<file path="src/rtl/conv_requant_relu_pkg.sv">
// Shared types and constants for the convolution requantisation stage.
package conv_requant_relu_pkg;

    localparam int ACC_W_DEF = 32;

    typedef logic signed [7:0]           pixel_t;
    typedef logic signed [ACC_W_DEF-1:0] acc_t;

    localparam pixel_t PIX_MAX = 8'sd127;
    localparam pixel_t PIX_MIN = 8'sd0;

    localparam logic [1:0] ST_IDLE  = 2'd0;
    localparam logic [1:0] ST_RUN   = 2'd1;
    localparam logic [1:0] ST_DRAIN = 2'd2;

endpackage

</file>
<file path="src/rtl/conv_requant_relu_pipe.sv">
// Three-stage bias / multiply / round-shift-ReLU-saturate datapath.
// Config travels with each pixel so a pixel never sees a mid-flight config change.
module requant_pipe
    import conv_requant_relu_pkg::*;
#(
    parameter int ACC_W   = 32,
    parameter int MULT_W  = 16,
    parameter int SHIFT_W = 5
) (
    input  logic                     clk,
    input  logic                     rst,
    input  logic                     valid_in,
    input  logic signed [ACC_W-1:0]  acc_in,
    input  logic signed [ACC_W-1:0]  bias,
    input  logic signed [MULT_W-1:0] mult,
    input  logic [SHIFT_W-1:0]       shift,
    output logic                     prod_valid,
    output logic                     valid_out,
    output pixel_t                   pixel_out
);

    localparam int SUM_W  = ACC_W + 1;
    localparam int PROD_W = ACC_W + MULT_W + 1;
    localparam int RND_W  = PROD_W + 1;

    logic                     v1_r;
    logic                     v2_r;
    logic signed [SUM_W-1:0]  sum_r;
    logic signed [MULT_W-1:0] mult_r;
    logic [SHIFT_W-1:0]       shift1_r;
    logic [SHIFT_W-1:0]       shift2_r;
    logic signed [PROD_W-1:0] prod_r;
    logic [RND_W-1:0]         rnd_s;
    logic signed [RND_W-1:0]  shifted_s;
    pixel_t                   clip_s;

    assign prod_valid = v2_r;

    // Round-half-up shift, then ReLU and int8 saturation; rnd_s is zero when shift is zero.
    always_comb begin
        rnd_s     = {{(RND_W-1){1'b0}}, 1'b1} << shift2_r;
        rnd_s     = rnd_s >> 1;
        shifted_s = ($signed({prod_r[PROD_W-1], prod_r}) + $signed(rnd_s)) >>> shift2_r;
        if (shifted_s[RND_W-1]) begin
            clip_s = PIX_MIN;
        end else if (|shifted_s[RND_W-2:7]) begin
            clip_s = PIX_MAX;
        end else begin
            clip_s = $signed(shifted_s[7:0]);
        end
    end

    // Stage registers; data only moves with its valid so pixel_out holds across bubbles.
    always_ff @(posedge clk or negedge rst) begin
        if (!rst) begin
            v1_r      <= 1'b0;
            v2_r      <= 1'b0;
            valid_out <= 1'b0;
            sum_r     <= '0;
            mult_r    <= '0;
            shift1_r  <= '0;
            shift2_r  <= '0;
            prod_r    <= '0;
            pixel_out <= PIX_MIN;
        end else begin
            v1_r      <= valid_in;
            v2_r      <= v1_r;
            valid_out <= v2_r;
            if (valid_in) begin
                sum_r    <= {acc_in[ACC_W-1], acc_in} + {bias[ACC_W-1], bias};
                mult_r   <= mult;
                shift1_r <= shift;
            end
            if (v1_r) begin
                prod_r   <= $signed({{(PROD_W-SUM_W){sum_r[SUM_W-1]}}, sum_r})
                          * $signed({{(PROD_W-MULT_W){mult_r[MULT_W-1]}}, mult_r});
                shift2_r <= shift1_r;
            end
            if (v2_r) begin
                pixel_out <= clip_s;
            end
        end
    end

endmodule

</file>
<file path="src/rtl/conv_requant_relu.sv">
// Per-channel requantise + ReLU stage: config registers, frame FSM and
// frame_done / cfg_err generation around the requant_pipe datapath.
module conv_requant_relu
    import conv_requant_relu_pkg::*;
#(
    parameter int MAP_WIDTH = 28,
    parameter int ACC_W     = 32,
    parameter int MULT_W    = 16,
    parameter int SHIFT_W   = 5
) (
    input  logic                     clk,
    input  logic                     rst,
    input  logic                     cfg_we,
    input  logic signed [ACC_W-1:0]  cfg_bias,
    input  logic signed [MULT_W-1:0] cfg_mult,
    input  logic [SHIFT_W-1:0]       cfg_shift,
    output logic                     cfg_err,
    input  logic                     valid_in,
    input  logic signed [ACC_W-1:0]  acc_in,
    output logic                     valid_out,
    output pixel_t                   pixel_out,
    output logic                     busy,
    output logic                     frame_done
);

    localparam int FRAME = MAP_WIDTH * MAP_WIDTH;
    localparam int CNT_W = $clog2(FRAME + 1);
    localparam logic [CNT_W-1:0] FRAME_LAST = CNT_W'(FRAME - 1);
    localparam logic [CNT_W-1:0] CNT_ONE    = CNT_W'(1);

    logic signed [ACC_W-1:0]  bias_r;
    logic signed [MULT_W-1:0] mult_r;
    logic [SHIFT_W-1:0]       shift_r;
    logic [1:0]               state_r;
    logic [1:0]               state_nxt_s;
    logic [CNT_W-1:0]         in_count_r;
    logic [CNT_W-1:0]         in_count_nxt_s;
    logic [CNT_W-1:0]         out_count_r;
    logic                     busy_r;
    logic                     frame_done_r;
    logic                     cfg_err_r;
    logic                     prod_valid_s;

    assign busy       = busy_r;
    assign frame_done = frame_done_r;
    assign cfg_err    = cfg_err_r;

    requant_pipe #(
        .ACC_W   (ACC_W),
        .MULT_W  (MULT_W),
        .SHIFT_W (SHIFT_W)
    ) u_pipe (
        .clk        (clk),
        .rst        (rst),
        .valid_in   (valid_in),
        .acc_in     (acc_in),
        .bias       (bias_r),
        .mult       (mult_r),
        .shift      (shift_r),
        .prod_valid (prod_valid_s),
        .valid_out  (valid_out),
        .pixel_out  (pixel_out)
    );

    // Frame FSM: DRAIN waits for the last pixel while counting next-frame inputs.
    always_comb begin
        state_nxt_s    = state_r;
        in_count_nxt_s = in_count_r;
        case (state_r)
            ST_IDLE: begin
                if (valid_in) begin
                    state_nxt_s    = ST_RUN;
                    in_count_nxt_s = CNT_ONE;
                end else begin
                    in_count_nxt_s = in_count_r;
                end
            end
            ST_RUN: begin
                if (valid_in && (in_count_r == FRAME_LAST)) begin
                    state_nxt_s    = ST_DRAIN;
                    in_count_nxt_s = '0;
                end else if (valid_in) begin
                    in_count_nxt_s = in_count_r + CNT_ONE;
                end else begin
                    in_count_nxt_s = in_count_r;
                end
            end
            ST_DRAIN: begin
                if (valid_in) begin
                    in_count_nxt_s = in_count_r + CNT_ONE;
                end else begin
                    in_count_nxt_s = in_count_r;
                end
                if (frame_done_r) begin
                    state_nxt_s = (in_count_nxt_s != '0) ? ST_RUN : ST_IDLE;
                end else begin
                    state_nxt_s = ST_DRAIN;
                end
            end
            default: begin
                state_nxt_s    = ST_IDLE;
                in_count_nxt_s = '0;
            end
        endcase
    end

    // State, counters, config and status pulses.
    always_ff @(posedge clk or negedge rst) begin
        if (!rst) begin
            state_r      <= ST_IDLE;
            in_count_r   <= '0;
            out_count_r  <= '0;
            busy_r       <= 1'b0;
            frame_done_r <= 1'b0;
            cfg_err_r    <= 1'b0;
            bias_r       <= '0;
            mult_r       <= {{(MULT_W-1){1'b0}}, 1'b1};
            shift_r      <= '0;
        end else begin
            state_r    <= state_nxt_s;
            in_count_r <= in_count_nxt_s;
            busy_r     <= (state_nxt_s != ST_IDLE);
            cfg_err_r  <= cfg_we && (state_r != ST_IDLE);
            if (cfg_we && (state_r == ST_IDLE)) begin
                bias_r  <= cfg_bias;
                mult_r  <= cfg_mult;
                shift_r <= cfg_shift;
            end
            // Pixel in the product stage reaches valid_out next cycle, so frame_done lines up with it.
            if (prod_valid_s && (out_count_r == FRAME_LAST)) begin
                out_count_r  <= '0;
                frame_done_r <= 1'b1;
            end else if (prod_valid_s) begin
                out_count_r  <= out_count_r + CNT_ONE;
                frame_done_r <= 1'b0;
            end else begin
                frame_done_r <= 1'b0;
            end
        end
    end

endmodule

</file>
<file path="config.mk">
export PLATFORM = sky130hd
export DESIGN_NAME = conv_requant_relu
export DESIGN_NICKNAME = d
export VERILOG_FILES = /design/src/rtl/conv_requant_relu_pkg.sv /design/src/rtl/conv_requant_relu_pipe.sv /design/src/rtl/conv_requant_relu.sv
export SDC_FILE = /design/constraint.sdc
export NUM_CORES = 2
export LEC_CHECK = 0
export ABC_CLOCK_PERIOD_IN_PS = 7290
export CAP_MARGIN = 0
export CORE_UTILIZATION = 40
export DETAILED_ROUTE_END_ITERATION = 10
export SYNTH_ARGS = -nofsm -noshare
export SYNTH_HDL_FRONTEND = slang
export SYNTH_SLANG_ARGS = --single-unit
</file>
<file path="constraint.sdc">
create_clock -name clk -period 7.29 [get_ports clk]
set_input_delay 1.8225 -clock clk [delete_from_list [all_inputs] [get_ports clk]]
set_output_delay 1.8225 -clock clk [all_outputs]
set_load 0.05 [all_outputs]
</file>
==> out/metrics.csv <==
metric,value,unit
status,completed,
critPathLaunchType,register,
core_area,78900,µm²
crit_buf_inv,4,
ys_seq_elements,197,
wl_per_cell,17.2,µm
crit_path_max_incr_delay,0.54,ns
tritoncts,yes,
synthArstFlopShare,100,%
drv_cap,0,
grt_usage,20.7,%
multi_input_area,24100,µm²
start_util,40.4,%
period_needed,6.93,ns
r2r_slack,0.36,ns
grt_remaining_overflow,0,
synthCells,3500,
die_w,284,µm
num_rows,103,
seq_area_frac_synth,15.5,%
antenna_found_initial,1,
layout.nets,4329,
die_area,80700,µm²
synth-edff-count,0,
setup_violations,0,
hold_viol_final,0,
whs_path_depth,2,
required,7.67,ns
worstSkewPairLatency,0.50,ns
r2r_cells,25,
min_from,mult_r[15]$_DFFE_PN0P_,
cts-htree-levels,4,
met1_usage,28.7,%
crit_path_end_kind,register,
routed_via_density,5.18,
clkTransAtPathRegs,0.08,ns
drt_wl_total,79500,µm
slew_viol_final,0,
ant_nets,0,
grt_pass1_wl,134000,µm
grt-busiest-layer,met2,
crit_slowest_cell,fa_1,
drc,0,
drt_iter0_markers,1365,
hold-worst-slack,0.492,ns
r2r_end,u_pipe.prod_r[45]$_DFFE_PN0P_,
synthDistinctLibCells,84,
ctsHoldBuffers,0,
hold_path.class,reg -> reg,
syn-cell-area,31800,µm²
critical_path_peak_fanout,11,
rsz0062_at_grt,yes,
dr.pass1.iters,5,
finalWeightedCongestion,0.907,
finalSetupTns,0,ns
critPathTopFamily,adder cells,
period_share,95.1,%
grt_pass1_vias,24900,
grt_max_degree,93,
timing.rr.start,u_pipe.mult_r[4]$_DFFE_PN0P_,
io-pin-count,101,
worstPathArrival,7.32,ns
dp_slack,0.0595,ns
maxSlewHeadroom,35.0,%
synth_fp_nets,4272,
grt.met2_usage,34.0,%
worst_pin_slew,0.972,ns
cts.path.max_buffers,2,
cp_common_cell,fa_1,
finalClockSkew,0.0150,ns
die_h,284,µm
root_buffer,clkbuf_16,
clock_sinks,197,
seqCellArea,4950,µm²
setup_ws,0.356,ns
synth_ff_type,dfrtp_1,
cts_buffers,17,
whs_endpoint,u_pipe.mult_r[15]$_DFFE_PN0P_,
final_util,44.4,%
synth.avg_cell_area,9.09,µm²
port_buffers,100,
yosysWarnings,0,
synthToLayoutAreaGrowth,9.92,%
grtUsageMet3,3.25,%
fill_cells,7742,
vias,23900,
drive_gt1_share,9.83,%
diodes,0,
hpwl,65300,µm
max_freq,144,MHz
criticalPathCategory,reg -> reg,
## layout make-up
cell class	instances	share of cell area [%]
Clock inverter	14	0.465
Multi-Input combinational cell	2542	68.8
Clock buffer	18	1.23
Tap cell	1050	3.76
Inverter	598	6.42
Sequential cell	197	14.2
Timing Repair Buffer	201	5.17
## timing repair
item | in CTS | in global routing
setup endpoints to repair | 0 | 12
resized for setup | 0 | 25
buffers inserted | 0 | 1
## synthesized netlist by cell type (18+ instances only)
cell	n	area, µm²
nor3_1	47	235
mux2_2	149	1680
xor2_1	36	315
xnor2_1	84	736
nand3_1	42	210
clkbuf_1	150	563
ha_1	181	2260
nand2b_1	30	188
inv_1	595	2230
nand2_1	410	1540
o21a_1	26	195
o21ai_0	95	475
dfrtp_1	196	4900
mux2i_1	44	440
a21o_1	44	330
nor2_1	175	657
a211oi_1	18	135
a21oi_1	114	571
a31oi_1	31	194
and2_1	231	1450
nor2b_1	22	138
fa_1	502	10000
and3_1	31	194
## placed cells by master, fill, tap and decap left out, types with 16 or more instances in the layout
cell,n
clkbuf_16,17
nor3_1,47
clkdlybuf4s50_1,98
and2_1,230
a21oi_1,114
o21a_1,26
dfrtp_2,18
xor2_1,36
inv_1,595
nor2_1,175
nand3_1,42
ha_1,181
a211oi_1,18
fa_1,502
nand2_1,410
buf_4,97
nor2b_1,22
dfrtp_1,178
a21o_1,44
a31oi_1,29
o21bai_1,16
xnor2_1,84
and3_1,31
nand2b_1,30
o21ai_0,94
mux2_2,149
mux2i_1,44
## worst register-to-register path, cell delays in order, from the launching register on
cell	delay, ns
dfrtp_2	0.50
buf_4	0.20
and2_1	0.17
fa_1	0.53
inv_1	0.05
fa_1	0.39
fa_1	0.52
fa_1	0.54
inv_1	0.05
fa_1	0.49
fa_1	0.41
ha_1	0.32
a21o_1	0.18
a211oi_1	0.28
buf_4	0.16
o211ai_1	0.12
nand4_1	0.13
a41o_1	0.22
o21a_1	0.19
o211ai_1	0.18
a31oi_2	0.26
o21ai_2	0.13
a221o_1	0.33
a21oi_1	0.17
xnor2_1	0.08
mux2_2	0.25
## kinds of logic after synthesis
| family | after synthesis | share of synthesized area (%) |
|---|---|---|
| compound gates | 472 | 9.74 |
| xor+xnor | 120 | 3.30 |
| fa+ha+maj | 683 | 38.7 |
| buf+inv | 761 | 8.99 |
| flops | 197 | 15.5 |
| mux | 208 | 7.74 |
| simple gates | 1059 | 16.0 |
## through the flow
| step | std cells | area (µm²) |
|---|---|---|
| 2_1_floorplan | 3500 | 31800 |
| 3_3_place_gp | 4587 | 34300 |
| 3_5_place_dp | 4587 | 34300 |
| 4_1_cts | 4619 | 34900 |
| 5_1_grt | 4620 | 35000 |
| 6_report | 4620 | 35000 |
## routing by layer
layer / routed length, µm / part of all wire [%]
met1: 37200 / 47
met2: 36900 / 46
met3: 4170 / 5.2
met4: 1260 / 1.6
met5: 0 / 0
## sequential cells by signal, indices dropped and copies added (netlist names)
| signal | cells |
|---|---|
| u_pipe.v1_r | 1 |
| u_pipe.valid_out | 1 |
| u_pipe.prod_r | 49 |
| u_pipe.shift2_r | 5 |
| mult_r | 16 |
| u_pipe.sum_r | 33 |
| busy | 1 |
| bias_r | 32 |
| u_pipe.pixel_out | 8 |
| cfg_err | 1 |
| frame_done | 1 |
| u_pipe.prod_valid | 1 |
| in_count_r | 10 |
| state_r | 2 |
| shift_r | 5 |
| u_pipe.shift1_r | 5 |
| out_count_r | 10 |
| u_pipe.mult_r | 16 |
## worst max path at each step
| stage | start | end | slack [ns] | cells past startpoint |
|---|---|---|---|---|
| finish | u_pipe.mult_r[4]$_DFFE_PN0P_ | u_pipe.prod_r[45]$_DFFE_PN0P_ | 0.36 | 25 |
| global route | u_pipe.mult_r[4]$_DFFE_PN0P_ | u_pipe.prod_r[46]$_DFFE_PN0P_ | -0.01 | 26 |
| CTS | u_pipe.mult_r[1]$_DFFE_PN0P_ | u_pipe.prod_r[46]$_DFFE_PN0P_ | 0.05 | 25 |
| detailed placement | u_pipe.mult_r[1]$_DFFE_PN0P_ | u_pipe.prod_r[46]$_DFFE_PN0P_ | 0.06 | 23 |
| global placement | u_pipe.mult_r[1]$_DFFE_PN0P_ | u_pipe.prod_r[46]$_DFFE_PN0P_ | 0.10 | 25 |
| floorplan | u_pipe.mult_r[15]$_DFFE_PN0P_ | u_pipe.prod_r[48]$_DFFE_PN0P_ | 0.36 | 27 |
Power is left out: the tool's default activity adds up to more than one toggle a clock period on the data nets, which glitch-free logic cannot reach.
